**src/rtl/csi2_stat_pkg.sv**
```systemverilog
// Shared types and helpers for the CSI-2 multi-channel statistics accumulator.
// Counter helpers work on values up to MAX_W bits wide. Narrower counters are
// widened on the way in and truncated on the way out.
package csi2_stat_pkg;

    localparam int unsigned MAX_W = 32;

    typedef enum logic {
        WAIT_SOF = 1'b0,
        IN_FRAME = 1'b1
    } ch_state_t;

    // All-ones value of a w-bit counter, right-aligned in MAX_W bits.
    function automatic logic [MAX_W-1:0] all_ones(input int unsigned w);
        logic [MAX_W:0] lim;
        lim = (33'd1 << w) - 33'd1;
        return lim[MAX_W-1:0];
    endfunction

    // Increment that sticks at the w-bit all-ones value instead of wrapping.
    function automatic logic [MAX_W-1:0] sat_inc(input logic [MAX_W-1:0] v, input int unsigned w);
        return (v == all_ones(w)) ? v : v + 32'd1;
    endfunction

    // A minimum tracker starts high so the first sample always replaces it.
    function automatic logic [MAX_W-1:0] min_init(input int unsigned w);
        return all_ones(w);
    endfunction

    // A maximum tracker starts at zero so the first sample always replaces it.
    function automatic logic [MAX_W-1:0] max_init(input int unsigned w);
        return (w == 0) ? '0 : '0;
    endfunction

endpackage

```
**src/rtl/csi2_stat_ch.sv**
```systemverilog
// One monitored video channel: frame/line FSM, running pixel and line counts,
// min/max line length, min/max lines per frame, frame counter and stat_valid.
module csi2_stat_ch
    import csi2_stat_pkg::*;
#(
    parameter int unsigned PX_W      = 16,
    parameter int unsigned LN_W      = 16,
    parameter int unsigned FRM_CNT_W = 32
) (
    input  logic                 clk,
    input  logic                 rst_n,
    input  logic                 clear,
    input  logic                 beat,
    input  logic                 sof,
    input  logic                 eol,
    output logic [FRM_CNT_W-1:0] frame_cnt,
    output logic [LN_W-1:0]      max_ln,
    output logic [LN_W-1:0]      min_ln,
    output logic [PX_W-1:0]      max_px,
    output logic [PX_W-1:0]      min_px,
    output logic                 stat_valid
);

    localparam logic [PX_W-1:0] PX_MIN_INIT = PX_W'(min_init(PX_W));
    localparam logic [PX_W-1:0] PX_MAX_INIT = PX_W'(max_init(PX_W));
    localparam logic [LN_W-1:0] LN_MIN_INIT = LN_W'(min_init(LN_W));
    localparam logic [LN_W-1:0] LN_MAX_INIT = LN_W'(max_init(LN_W));

    function automatic logic [PX_W-1:0] inc_px(input logic [PX_W-1:0] v);
        return PX_W'(sat_inc(MAX_W'(v), PX_W));
    endfunction

    function automatic logic [LN_W-1:0] inc_ln(input logic [LN_W-1:0] v);
        return LN_W'(sat_inc(MAX_W'(v), LN_W));
    endfunction

    function automatic logic [FRM_CNT_W-1:0] inc_frm(input logic [FRM_CNT_W-1:0] v);
        return FRM_CNT_W'(sat_inc(MAX_W'(v), FRM_CNT_W));
    endfunction

    ch_state_t            state, state_nxt;
    logic [PX_W-1:0]      px_cnt, px_nxt;
    logic [LN_W-1:0]      ln_cnt, ln_nxt;
    logic [FRM_CNT_W-1:0] frame_nxt;
    logic [LN_W-1:0]      max_ln_nxt, min_ln_nxt;
    logic [PX_W-1:0]      max_px_nxt, min_px_nxt;
    logic                 stat_valid_nxt;
    logic                 start_frame, line_done, frame_done;
    logic [PX_W-1:0]      line_len;
    logic [LN_W-1:0]      frame_lines;

    // State and statistics registers; reset forces the clear values at once.
    always_ff @(posedge clk or negedge rst_n) begin
        if (!rst_n) begin
            state      <= WAIT_SOF;
            px_cnt     <= '0;
            ln_cnt     <= '0;
            frame_cnt  <= '0;
            max_ln     <= LN_MAX_INIT;
            min_ln     <= LN_MIN_INIT;
            max_px     <= PX_MAX_INIT;
            min_px     <= PX_MIN_INIT;
            stat_valid <= 1'b0;
        end else begin
            state      <= state_nxt;
            px_cnt     <= px_nxt;
            ln_cnt     <= ln_nxt;
            frame_cnt  <= frame_nxt;
            max_ln     <= max_ln_nxt;
            min_ln     <= min_ln_nxt;
            max_px     <= max_px_nxt;
            min_px     <= min_px_nxt;
            stat_valid <= stat_valid_nxt;
        end
    end

    // Next state: an SOF beat closes the old frame before the beat itself is
    // counted as the first pixel of the new one, so an SOF+EOL beat both
    // publishes the old line count and records a 1-pixel line.
    always_comb begin
        state_nxt      = state;
        px_nxt         = px_cnt;
        ln_nxt         = ln_cnt;
        frame_nxt      = frame_cnt;
        max_ln_nxt     = max_ln;
        min_ln_nxt     = min_ln;
        max_px_nxt     = max_px;
        min_px_nxt     = min_px;
        stat_valid_nxt = stat_valid;
        start_frame    = 1'b0;
        line_done      = 1'b0;
        frame_done     = 1'b0;
        line_len       = '0;
        frame_lines    = '0;

        if (clear) begin
            state_nxt      = WAIT_SOF;
            px_nxt         = '0;
            ln_nxt         = '0;
            frame_nxt      = '0;
            max_ln_nxt     = LN_MAX_INIT;
            min_ln_nxt     = LN_MIN_INIT;
            max_px_nxt     = PX_MAX_INIT;
            min_px_nxt     = PX_MIN_INIT;
            stat_valid_nxt = 1'b0;
        end else if (beat) begin
            unique case (state)
                WAIT_SOF: start_frame = sof;
                IN_FRAME: begin
                    if (sof) begin
                        frame_done  = 1'b1;
                        start_frame = 1'b1;
                        frame_lines = (px_cnt != '0) ? inc_ln(ln_cnt) : ln_cnt;
                    end else if (eol) begin
                        line_done = 1'b1;
                        line_len  = inc_px(px_cnt);
                        px_nxt    = '0;
                        ln_nxt    = inc_ln(ln_cnt);
                    end else begin
                        px_nxt = inc_px(px_cnt);
                    end
                end
                default: start_frame = 1'b0;
            endcase

            if (start_frame) begin
                state_nxt = IN_FRAME;
                if (eol) begin
                    line_done = 1'b1;
                    line_len  = PX_W'(1);
                    px_nxt    = '0;
                    ln_nxt    = LN_W'(1);
                end else begin
                    px_nxt = PX_W'(1);
                    ln_nxt = '0;
                end
            end

            if (frame_done) begin
                frame_nxt      = inc_frm(frame_cnt);
                stat_valid_nxt = 1'b1;
                if (frame_lines > max_ln) max_ln_nxt = frame_lines;
                if (frame_lines < min_ln) min_ln_nxt = frame_lines;
            end

            if (line_done) begin
                if (line_len > max_px) max_px_nxt = line_len;
                if (line_len < min_px) min_px_nxt = line_len;
            end
        end
    end

endmodule

```
**src/rtl/csi2_stat_acc_mc.sv**
```systemverilog
// Multi-channel CSI-2 receive statistics: three shared saturating error
// counters plus one csi2_stat_ch per virtual channel, packed onto flat buses.
module csi2_stat_acc_mc
    import csi2_stat_pkg::*;
#(
    parameter int unsigned CH_CNT    = 2,
    parameter int unsigned ERR_CNT_W = 32,
    parameter int unsigned FRM_CNT_W = 32,
    parameter int unsigned PX_W      = 16,
    parameter int unsigned LN_W      = 16
) (
    input  logic                        clk_i,
    input  logic                        rst_n_i,
    input  logic                        clear_stat_i,
    input  logic [CH_CNT-1:0]           tvalid_i,
    input  logic [CH_CNT-1:0]           tready_i,
    input  logic [CH_CNT-1:0]           tuser_i,
    input  logic [CH_CNT-1:0]           tlast_i,
    input  logic                        header_err_i,
    input  logic                        corr_header_err_i,
    input  logic                        crc_err_i,
    output logic [ERR_CNT_W-1:0]        header_err_cnt_o,
    output logic [ERR_CNT_W-1:0]        corr_header_err_cnt_o,
    output logic [ERR_CNT_W-1:0]        crc_err_cnt_o,
    output logic [CH_CNT*FRM_CNT_W-1:0] frame_cnt_o,
    output logic [CH_CNT*LN_W-1:0]      max_ln_per_frame_o,
    output logic [CH_CNT*LN_W-1:0]      min_ln_per_frame_o,
    output logic [CH_CNT*PX_W-1:0]      max_px_per_ln_o,
    output logic [CH_CNT*PX_W-1:0]      min_px_per_ln_o,
    output logic [CH_CNT-1:0]           stat_valid_o
);

    function automatic logic [ERR_CNT_W-1:0] inc_err(input logic [ERR_CNT_W-1:0] v);
        return ERR_CNT_W'(sat_inc(MAX_W'(v), ERR_CNT_W));
    endfunction

    // Error counters are channel-independent; a clear wins over any same-cycle pulse.
    always_ff @(posedge clk_i or negedge rst_n_i) begin
        if (!rst_n_i) begin
            header_err_cnt_o      <= '0;
            corr_header_err_cnt_o <= '0;
            crc_err_cnt_o         <= '0;
        end else if (clear_stat_i) begin
            header_err_cnt_o      <= '0;
            corr_header_err_cnt_o <= '0;
            crc_err_cnt_o         <= '0;
        end else begin
            if (header_err_i)      header_err_cnt_o      <= inc_err(header_err_cnt_o);
            if (corr_header_err_i) corr_header_err_cnt_o <= inc_err(corr_header_err_cnt_o);
            if (crc_err_i)         crc_err_cnt_o         <= inc_err(crc_err_cnt_o);
        end
    end

    for (genvar k = 0; k < CH_CNT; k++) begin : g_ch
        csi2_stat_ch #(
            .PX_W      (PX_W),
            .LN_W      (LN_W),
            .FRM_CNT_W (FRM_CNT_W)
        ) u_ch (
            .clk        (clk_i),
            .rst_n      (rst_n_i),
            .clear      (clear_stat_i),
            .beat       (tvalid_i[k] & tready_i[k]),
            .sof        (tuser_i[k]),
            .eol        (tlast_i[k]),
            .frame_cnt  (frame_cnt_o[k*FRM_CNT_W +: FRM_CNT_W]),
            .max_ln     (max_ln_per_frame_o[k*LN_W +: LN_W]),
            .min_ln     (min_ln_per_frame_o[k*LN_W +: LN_W]),
            .max_px     (max_px_per_ln_o[k*PX_W +: PX_W]),
            .min_px     (min_px_per_ln_o[k*PX_W +: PX_W]),
            .stat_valid (stat_valid_o[k])
        );
    end

endmodule

```
**config.mk**
```make
export PLATFORM = sky130hd
export DESIGN_NAME = csi2_stat_acc_mc
export DESIGN_NICKNAME = d
export VERILOG_FILES = /design/src/rtl/csi2_stat_pkg.sv /design/src/rtl/csi2_stat_ch.sv /design/src/rtl/csi2_stat_acc_mc.sv
export SDC_FILE = /design/constraint.sdc
export NUM_CORES = 1
export LEC_CHECK = 0
export ABC_AREA = 1
export CAP_MARGIN = 20
export CORE_MARGIN = 2
export CORE_UTILIZATION = 25
export DETAILED_ROUTE_END_ITERATION = 10
export PLACE_DENSITY = 0.39
export SLEW_MARGIN = 20
export SYNTH_ARGS = -nofsm -noshare
export SYNTH_HDL_FRONTEND = slang
export SYNTH_SLANG_ARGS = --single-unit
```
**constraint.sdc**
```tcl
create_clock -name clk_i -period 9.97 [get_ports clk_i]
set_clock_uncertainty 0.15 [all_clocks]
set_input_delay 0.997 -clock clk_i [delete_from_list [all_inputs] [get_ports clk_i]]
set_output_delay 0.997 -clock clk_i [all_outputs]
set_load 0.02 [all_outputs]
```
### Yosys cells after proc, flatten, opt, wreduce, memory -nomap -nowiden

Cells that the tools add are included.

* bits in registers: 356
* input port bits: 14
* output and inout bits: 290
* word-level logic and storage cells: 249

* $add $sub $neg: 9
* magnitude comparators: 8
* eq/ne operators: 16
* mux-type cells: 145
* bitwise gates (word level): 4
* reduce and logical (&&, ||, !) cells: 46

Operators by type and width (count)
* $mux 16: 84
* $mux 32: 17
* $add 32x1->32 const B: 5
* $eq 32x32->1 const B: 5
* $add 16x1->16 const B: 4
* $eq 16x16->1 const B: 4
* $gt 16x16->1: 4
* $lt 16x16->1: 4
* $mux 1: 42
* $reduce_bool 2->1: 19
* $reduce_and 3->1: 12
* $reduce_bool 16->1: 2
* $reduce_and 2->1: 7
* $reduce_bool 3->1: 4
* $ne 2x2->1 const B: 5
* $reduce_and 4->1: 2
* $ne 3x2->1 const B: 2
* $pmux 1 s2: 2
* $and 1x1->1: 2
* $not 1->1: 2

### Longest topological paths before layout

Gate-level depths: netlist of the first run.

* word-level depth: 14
* gate-level depth with buffers: 26
* mapped depth without buffers: 25

### Hierarchy

From an unflattened synthesis of the first run, not the netlist that was laid out.

* cells, all modules: 3252
* area total of the unflattened synthesis: 23526.3 um^2

Modules (own cells, without submodules)
* csi2_stat_ch at g_ch[0].u_ch: instances 1, cells an instance 1163, area each 8588.2 um^2, sequential area each 3293.2 um^2
* csi2_stat_ch at g_ch[1].u_ch: instances 1, cells an instance 1137, area each 8460.6 um^2, sequential area each 3293.2 um^2
* csi2_stat_acc_mc: instances 1, cells an instance 952, area each 6477.5 um^2, sequential area each 2402.3 um^2

### Worst setup path after synthesis of the first run

Ideal clock, no wire load.

* path type: register to register
* start point: register g_ch[0].u_ch.px_cnt[0]
* end point: register g_ch[0].u_ch.max_px[10]
* library setup time: 76 ps
* arrival time: 3326 ps
* data required time: 9744 ps
* path slack: 6418 ps
* stages on the path, launching flop included: 26
* buffers on the path: 1
* clock period less this slack: 3552 ps
* cell sequence: dfrtp_1 > ha_1 > nand2_1 > nor2_1 > nand2_1 > nor2_1 > nor2_1 > nand3_1 > nor2_1 > nand2_1 > nor2_1 > xor2_1 > nand2_1 > inv_1 > ha_1 > nand2_1 > nor4_1 > nand3_1 > nor2_1 > o21ai_0 > o21ai_0 > nand2_1 > nand2_2 > buf_2 > nand2_1 > o21ai_1

* cells in the longest elaborated chain, start to end: 13
* elaborated cells between the ends (all ways): 17
* classes of those cells: add/sub (1); order compare (1); eq/ne (1); mux (12); reduce/logical (2)

Ends and longest elaborated chain
* from (decl): RTL line csi2_stat_ch.sv:42 `logic [PX_W-1:0] px_cnt, px_nxt;`
* from (signal assigned): RTL line csi2_stat_ch.sv:66 `px_cnt <= px_nxt;`
* $add 16x1->16 / $eq 16x16->1 (equally long branches): RTL line csi2_stat_pkg.sv:22 `return (v == all_ones(w)) ? v : v + 32'd1;`
* $mux 16 (*): RTL line csi2_stat_pkg.sv:22
* $mux 16 (*): RTL line csi2_stat_ch.sv:114 `end else if (eol) begin`
* $mux 16 (*): RTL line csi2_stat_ch.sv:110 `if (sof) begin`
* $mux 16 (*): RTL line csi2_stat_ch.sv:107 `unique case (state)`
* $mux 16: RTL line csi2_stat_ch.sv:128 `if (eol) begin`
* $mux 16 (*): RTL line csi2_stat_ch.sv:126 `if (start_frame) begin`
* $mux 16 (*): RTL line csi2_stat_ch.sv:106 `end else if (beat) begin`
* $mux 16 (*): RTL line csi2_stat_ch.sv:96 `if (clear) begin`
* parallel branches: the longest is 4 deep, another holds $gt 16x16->1
* to (signal assigned): RTL line csi2_stat_ch.sv:71 `max_px <= max_px_nxt;`
* to (decl): RTL line csi2_stat_ch.sv:19 `output logic [PX_W-1:0] max_px,`

Every way passes the cells marked *. The select of a mux whose other input is x is not followed.
A chain may end at the register's enable or synchronous reset.

### Final worst setup path of the first run

* start point: register g_ch[0].u_ch.px_cnt[0]
* end point: register g_ch[0].u_ch.max_ln[15]

* cells in the longest elaborated chain, start to end: 10
* elaborated cells between the ends (all ways): 13
* classes of those cells: order compare (1); mux (9); reduce/logical (3)

Ends and longest elaborated chain
* $reduce_bool 16->1 (*): RTL line csi2_stat_ch.sv:113 `frame_lines = (px_cnt != '0) ? inc_ln(ln_cnt) : ln_cnt;`
* $mux 16 (*): RTL line csi2_stat_ch.sv:113
* $mux 16 (*): RTL line csi2_stat_ch.sv:110
* $mux 16 (*): RTL line csi2_stat_ch.sv:107
* $mux 16 (*): RTL line csi2_stat_ch.sv:106
* $mux 16 (*): RTL line csi2_stat_ch.sv:96
* parallel branches: the longest is 4 deep, another holds $gt 16x16->1
* to (signal assigned): RTL line csi2_stat_ch.sv:69 `max_ln <= max_ln_nxt;`
* to (decl): RTL line csi2_stat_ch.sv:17 `output logic [LN_W-1:0] max_ln,`

Marked as above.

==> flow_summary_export.csv, run 1 <==
group,metric,value,unit
grt,grt_pass1_wl,131000,microns
setup_path,reg2reg_slack,5230,ps
clock_network,cts_sinks,356,
clock_network,hold_buffers,0,
setup_path,setup.worst_path.start,"g_ch[0].u_ch.px_cnt[0]",
synthesis,syn_area_per_cell,7.45,sq um
synthesis,synthTopCellsByCount,"752 x nand2_1, 451 x inv_1, 292 x dfrtp_1",
pwr,peakVddDrop,102,uV
pwr,power.share.clock,47.5,%
die,io_pins,304,
clock_network,htreeDepth,2,
setup_path,required,10300,ps
setup_path,cp_max_fo,20,
pwr,cellPowerDensity,132,nW/um^2
sta,fin_crit_sh,47.5,%
grt,grt_max_degree,100,
setup_path,reg2regPathDepth,17,
layout,synthToLayoutAreaGrowth,25.5,%
synthesis,syn_inst,3065,
sta,max-slew-margin-rel,23.4,%
sta,hold_violations,0,
drt,wl_met3,4250,microns
synthesis,synthTopCellsByArea,"dfrtp_1 32%, nand2_1 12%, inv_1 7.4%",
pwr,leakage,12.2,nW
setup_path,end_kind,"flip-flop",
setup_path,crit_path_frequent_cell,"nand2_1",
clock_network,clk_path_buf_depth,3,
drt,wl_met1,41100,microns
placed_design,dp_cells,4471,
placed_design,hpwl,61700,microns
layout,final_net_count,3494,
clock_network,clkLatencyLatePin,600,ps
setup_path,startpoint_type,"flip-flop",
layout,largest-register,"g_ch.u_ch.frame_cnt",
clock_network,path_clk_slew,60,ps
grt,track_usage,17.7,%
sta,hold_slack,245,ps
synthesis,synth_top_cell_area_share,32.0,%
drt,dr.pass1.iters,5,
placed_design,gp_congestion,0.835,
die,die_x,306,microns
sta,setup-tns-final,0,ps
drt,dr_wl_met2,37000,microns
synthesis,yosysWarnings,0,
drt,vias_per_cell,4.69,
sta,worst_pin_slew,1150,ps
synthesis,syn_area,22800,sq um
setup_path,worstReg2RegStart,"g_ch[0].u_ch.px_cnt[0]",
grt,antenna_found_initial,2,
synthesis,synth.most_common_cell,"nand2_1",
pwr,p_switching,1.05,mW
drt,drcViolationCount,0,
drt,ant_nets,0,
layout,largest_register_ffs,64,
setup_path,endpoint,"g_ch[0].u_ch.max_ln[15]",
clock_network,cts_setup_buffers,0,
sta,fmax,211,MHz
die,die_h,306,microns
synthesis,synth_nets,3212,
drt,wirelength,83900,microns
synthesis,yosysTopAreaCell,"dfrtp_1",
pwr,p_sw_share,28.0,%
sta,rsz0062_at_grt,"no",
synthesis,synthArstFlopShare,100,%
synthesis,synth_cell_type_count,54,
setup_path,crit_slowest_cell,"inv_1",
die,initial_core_util,25.3,%
setup_path,criticalPathCategory,"flip-flop to flip-flop",
drt,wl_per_cell,18.4,microns
sta,drv_slew,0,
placed_design,port_buffers,303,
setup_path,max_stage_delay,610,ps
pwr,p_int,2.72,mW
synthesis,synth-edff-count,0,
outcome,outcome,"finished clean",
setup_path,arrival,5070,ps
drt,vias,21418,
layout,final-instance-count-excl-fill,4562,
drt,first_iter_violations,1194,
clock_network,cts_tree,"built",
pwr,p_seq_share,41.3,%
sta,min_period,4740,ps
clock_network,root_buffer,"clkbuf_16",
die,die_area,93700,sq um
flow_run,drv_cap,0,
clock_network,numCtsBuffers,50,
setup_path,crit_path_cell_trace,"inv_1, ha_1, nand4_1, nor2_1, nand2_1, inv_1, nor2_1, nor3_1, ha_1, a21oi_1, o21a_1, o221ai_1, nand2_1, o211ai_1, nand2_1, nand2_1, o22ai_1",
drt,top_layer_used,"met5",
grt,grt_pass1_vias,21531,
synthesis,synth_ff_type,"dfrtp_1",
layout,drive_gt1_share,6.32,%
hold_path,worstHoldPathType,"input port to asynchronous set/reset pin",
clock_network,ctsResizeCount,0,
die,coreArea,90300,sq um
sta,setup_viol,0,
synthesis,seq_area_frac_synth,39.4,%
grt,grt-ovfl-total,0,
die,rows,110,
setup_path,reg2reg_to,"g_ch[0].u_ch.max_ln[15]",
pwr,finalPower,3.77,mW
pwr,power_frac_comb,11.2,%
synthesis,synth-seq-cells,356,
==> layout make-up <==
cell class / count / area [sq um]
timing repair buffer: 319 / 3160
clock buffer: 76 / 1440
multi-input combinational: 2158 / 11700
sequential: 356 / 8990
fill: 9865 / 61600
inverter: 462 / 1740
tap: 1176 / 1470
antenna: 1 / 2.50
clock inverter: 14 / 149
==> how the worst min path moves through the flow <==
stage,start,endpoint,cells after the start
5_1_grt,rst_n_i,g_ch[1].u_ch.max_px[8],1
3_5_place_dp,g_ch[0].u_ch.min_px[14],g_ch[0].u_ch.min_px[14],2
2_1_floorplan,g_ch[1].u_ch.stat_valid,g_ch[1].u_ch.stat_valid,1
3_3_place_gp,g_ch[0].u_ch.min_px[5],g_ch[0].u_ch.min_px[5],2
4_1_cts,rst_n_i,g_ch[1].u_ch.max_px[8],1
6_report,rst_n_i,g_ch[1].u_ch.max_px[8],1
==> metrics by stage <==
step / util (%) / setup WS, ps / instance area, sq um
final: 31.7 / 5230 / 28600
after global routing: 31.7 / 4760 / 28600
after CTS: 31.7 / 5170 / 28600
after detailed placement: 30.0 / 4980 / 27000
after global placement: 30.0 / 5030 / 27000
after floorplan: - / 6420 / 22800
==> layer usage <==
layer  up-vias  global-route usage, %
met5         -                      0
met4         2                   3.78
met3        83                   3.50
met2       401                   27.8
met1     10170                   25.0
li1      10762                      -
==> power by group through the flow <==
stage                     sequential [mW]  clock, mW  combinational [mW]
after floorplan                      1.61          0               0.193
after global placement               1.58          0               0.435
after detailed placement             1.58          0               0.433
after CTS                            1.56       1.87               0.434
after global routing                 1.56       1.92               0.475
final                                1.56       1.79               0.424
==> logic make-up (layout without fill, tap and decap cells) <==
group           Yosys count  after routing  synth area share [%]
buf+inv                 551            871                  9.42
compound gates          474            474                  12.3
simple gates           1455           1455                  27.9
fa+ha+maj               133            133                  7.29
other cells               0              1                     0
flops                   356            356                  39.4
xor+xnor                 96             96                  3.68
==> placed cells by master (no fill, tap or decap), drive strengths merged, types with 2 or more instances in the layout <==
cell,instances
a211oi,14
a21o,2
a21oi,116
a31oi,11
and3,3
buf,18
bufinv,3
clkbuf,76
clkdlybuf4s50,301
clkinv,11
dfrtp,292
dfstp,64
ha,133
inv,462
nand2,774
nand3,185
nand3b,2
nand4,83
nor2,242
nor3,117
nor3b,3
nor4,44
o211a,2
o211ai,2
o21a,7
o21ai,159
o221a,4
o221ai,5
o22ai,83
o31ai,64
or2,2
xnor2,31
xor2,65
==> worst max-delay path: cells and delay by family (launching register included) <==
| kind | cells | cell delay (ps) |
|---|---|---|
| fa+ha+maj | 2 | 520 |
| flops | 1 | 410 |
| compound gates | 5 | 880 |
| simple gates | 8 | 1930 |
| buf+inv | 2 | 710 |
No activity file was read; power rests on OpenSTA's default activity.
==> run 2, diff against run 1 <==
--- a/config.mk
+++ b/config.mk
@@ -10,7 +10,7 @@
 export CORE_MARGIN = 2
 export CORE_UTILIZATION = 25
 export DETAILED_ROUTE_END_ITERATION = 10
-export PLACE_DENSITY = 0.39
+export PLACE_DENSITY = 0.4
 export SLEW_MARGIN = 20
 export SYNTH_ARGS = -nofsm -noshare
 export SYNTH_HDL_FRONTEND = slang
==> constraint.sdc (replaced) <==
create_clock -name clk_i -period 4 [get_ports clk_i]
set_clock_uncertainty 0.15 [all_clocks]
set_input_delay 0.4 -clock clk_i [delete_from_list [all_inputs] [get_ports clk_i]]
set_output_delay 0.4 -clock clk_i [all_outputs]
set_load 0.02 [all_outputs]
==> run 2 against run 1 <==
Effect of this change: first-iteration DRC count is 12% higher; worst hold slack better by 65 ps; sequential cell count stayed put; total power grew to 2.5 times the previous value; global-route usage is 0.14 points lower; final cell count is 1.5% higher; largest cell class unchanged.
==> flow_summary_export.csv, run 2 (synthesis gave the netlist of run 1 again) <==
group,metric,value,unit
hold_path,worstHoldPathType,"input port to asynchronous set/reset pin",
grt,antenna_found_initial,1,
pwr,finalPower,9.51,mW
drt,vias,21634,
sta,fin_crit_sh,93.1,%
layout,fin_util,32.7,%
drt,ant_nets,0,
placed_design,gp_congestion,0.842,
clock_network,root_buffer,"clkbuf_16",
setup_path,reg2reg_to,"g_ch[1].u_ch.max_px[8]",
drt,wirelength,83600,microns
clock_network,htreeDepth,2,
sta,min_period,3720,ps
layout,final_net_count,3563,
grt,grt-ovfl-total,0,
sta,setup_viol,0,
drt,first_iter_violations,1343,
setup_path,arrival,4050,ps
clock_network,cts_sinks,356,
setup_path,reg2reg_slack,280,ps
grt,track_usage,17.6,%
sta,worst_pin_slew,1210,ps
layout,largest_register_ffs,64,
sta,drv_slew,0,
grt,grt_pass1_vias,21536,
pwr,power_frac_comb,11.7,%
setup_path,reg2regPathDepth,25,
layout,diodes,0,
setup_path,required,4330,ps
layout,mostFrequentLayoutCells,"745 x nand2_1, 450 x inv_1, 301 x clkdlybuf4s50_1",
clock_network,cts_tree,"built",
sta,hold_violations,0,
grt,grt_max_degree,97,
setup_path,cp_max_fo,16,
grt,grt_pass1_wl,130000,microns
layout,drive_gt1_share,9.58,%
sta,fmax,269,MHz
pwr,peakVddDrop,249,uV
setup_path,worstReg2RegStart,"g_ch[1].u_ch.px_cnt[8]",
drt,dr.pass1.iters,5,
clock_network,clk_path_buf_depth,3,
pwr,p_seq_share,40.9,%
pwr,p_sw_share,28.0,%
die,io_pins,304,
outcome,outcome,"finished clean",
die,initial_core_util,25.3,%
flow_run,drv_cap,0,
clock_network,path_clk_slew,60,ps
clock_network,numCtsBuffers,49,
die,coreArea,90300,sq um
placed_design,hpwl,62100,microns
pwr,cellPowerDensity,322,nW/um^2
die,die_h,306,microns
drt,wl_per_cell,18.1,microns
pwr,power.share.clock,47.4,%
drt,drcViolationCount,0,
layout,synthToLayoutAreaGrowth,29.5,%
die,die_x,306,microns
die,die_area,93700,sq um
clock_network,clkLatencyLatePin,610,ps
layout,fillers,9734,
setup_path,end_kind,"flip-flop",
layout,layout_commonest_cell,"nand2_1",
sta,max-slew-margin-rel,18.7,%
pwr,p_switching,2.66,mW
drt,vias_per_cell,4.67,
setup_path,startpoint_type,"flip-flop",
die,rows,110,
placed_design,port_buffers,303,
pwr,p_int,6.85,mW
setup_path,criticalPathCategory,"flip-flop to flip-flop",
layout,largest-register,"g_ch.u_ch.frame_cnt",
pwr,leakage,12.6,nW
[run 2: changes by cell type in the layout (fill, tap and decap cells not counted), sizes merged]
cell         previous run  this run
nand3                 185       186
diode                   1         0
clkbuf                 76        77
bufinv                  3         2
inv                   462       460
dlygate4sd3             0         2
clkinvlp                0         4
buf                    18        83
[run 2: repair_timing]
item / CTS / global route
endpoints found under the hold margin: 79 / 0
resized for setup: 2 / 58
hold buffers: 2 / 0
gates cloned: 0 / 3
setup endpoints to repair: 16 / 96
buffers inserted: 0 / 10
pin swaps: 0 / 17
[run 2: how the worst max path moves through the flow]
stage                                start                       to  slack (ps)  cells past startpoint
finish              g_ch[1].u_ch.px_cnt[8]   g_ch[1].u_ch.max_px[8]         280                     25
global route        g_ch[1].u_ch.px_cnt[1]   g_ch[1].u_ch.max_px[6]         -50                     23
CTS                 g_ch[0].u_ch.px_cnt[1]   g_ch[0].u_ch.max_px[3]           2                     23
detailed placement  g_ch[0].u_ch.px_cnt[1]   g_ch[0].u_ch.max_px[3]         -40                     23
global placement    g_ch[0].u_ch.px_cnt[1]  g_ch[0].u_ch.max_px[15]         -40                     23
floorplan           g_ch[0].u_ch.px_cnt[0]  g_ch[0].u_ch.max_px[10]         450                     25
[run 2: layout make-up]
type                    instances  area, sq um  area share (%)
flip-flops and latches        356         8990            30.4
well taps                    1176         1470            4.98
clock inverters                15          144           0.487
clock buffers                  75         1500            5.06
inverters                     462         1750            5.91
repair buffers                388         3800            12.9
multi-input cells            2159        11900            40.3
[run 2: power groups by stage]
stage	Clock (mW)	Sequential [mW]	Combinational, mW
after detailed placement	0	3.95	1.10
after floorplan	0	4.02	0.480
final	4.51	3.89	1.11
after CTS	4.68	3.89	1.11
after global placement	0	3.95	1.11
after global routing	4.82	3.90	1.24
[run 2: critical path, stage by stage, from the launching register on]
cell       delay (ps)
dfrtp_2           440
nand2_1           110
nor2_1             60
nand2_1            90
inv_1              80
nand2_2           110
nand4_1           160
nor2_1            120
nand2_1           100
nor2_4            140
nand2_1           100
xor2_2            160
nand2_1            80
inv_1              90
ha_1              300
nand2_1            60
nor2_1            120
nand3_1           130
nor3_2            190
buf_4             150
nand4_1           110
nand3_2           110
nand2_4            90
clkbuf_16         200
nand2_1            50
o21ai_0            80
[run 2: metal layers]
layer	vias up	wire [microns]	global-route usage [%]
met5	-	0	0
met4	0	1440	3.66
li1	10881	-	-
met3	82	4540	3.65
met2	415	36700	27.1
met1	10256	41000	25.1
[run 2: metrics by stage]
stage	std cells	TNS, ps	cell area [sq um]	hold slack, ps	setup slack [ps]
after floorplan	3065	0	22800	-45.6	448
after global placement	4526	-176	27500	314	-40.8
after detailed placement	4526	-170	27500	319	-35.7
after CTS	4618	0	29200	251	2.09
after global routing	4631	-699	29600	296	-49.7
final	4631	0	29600	310	276
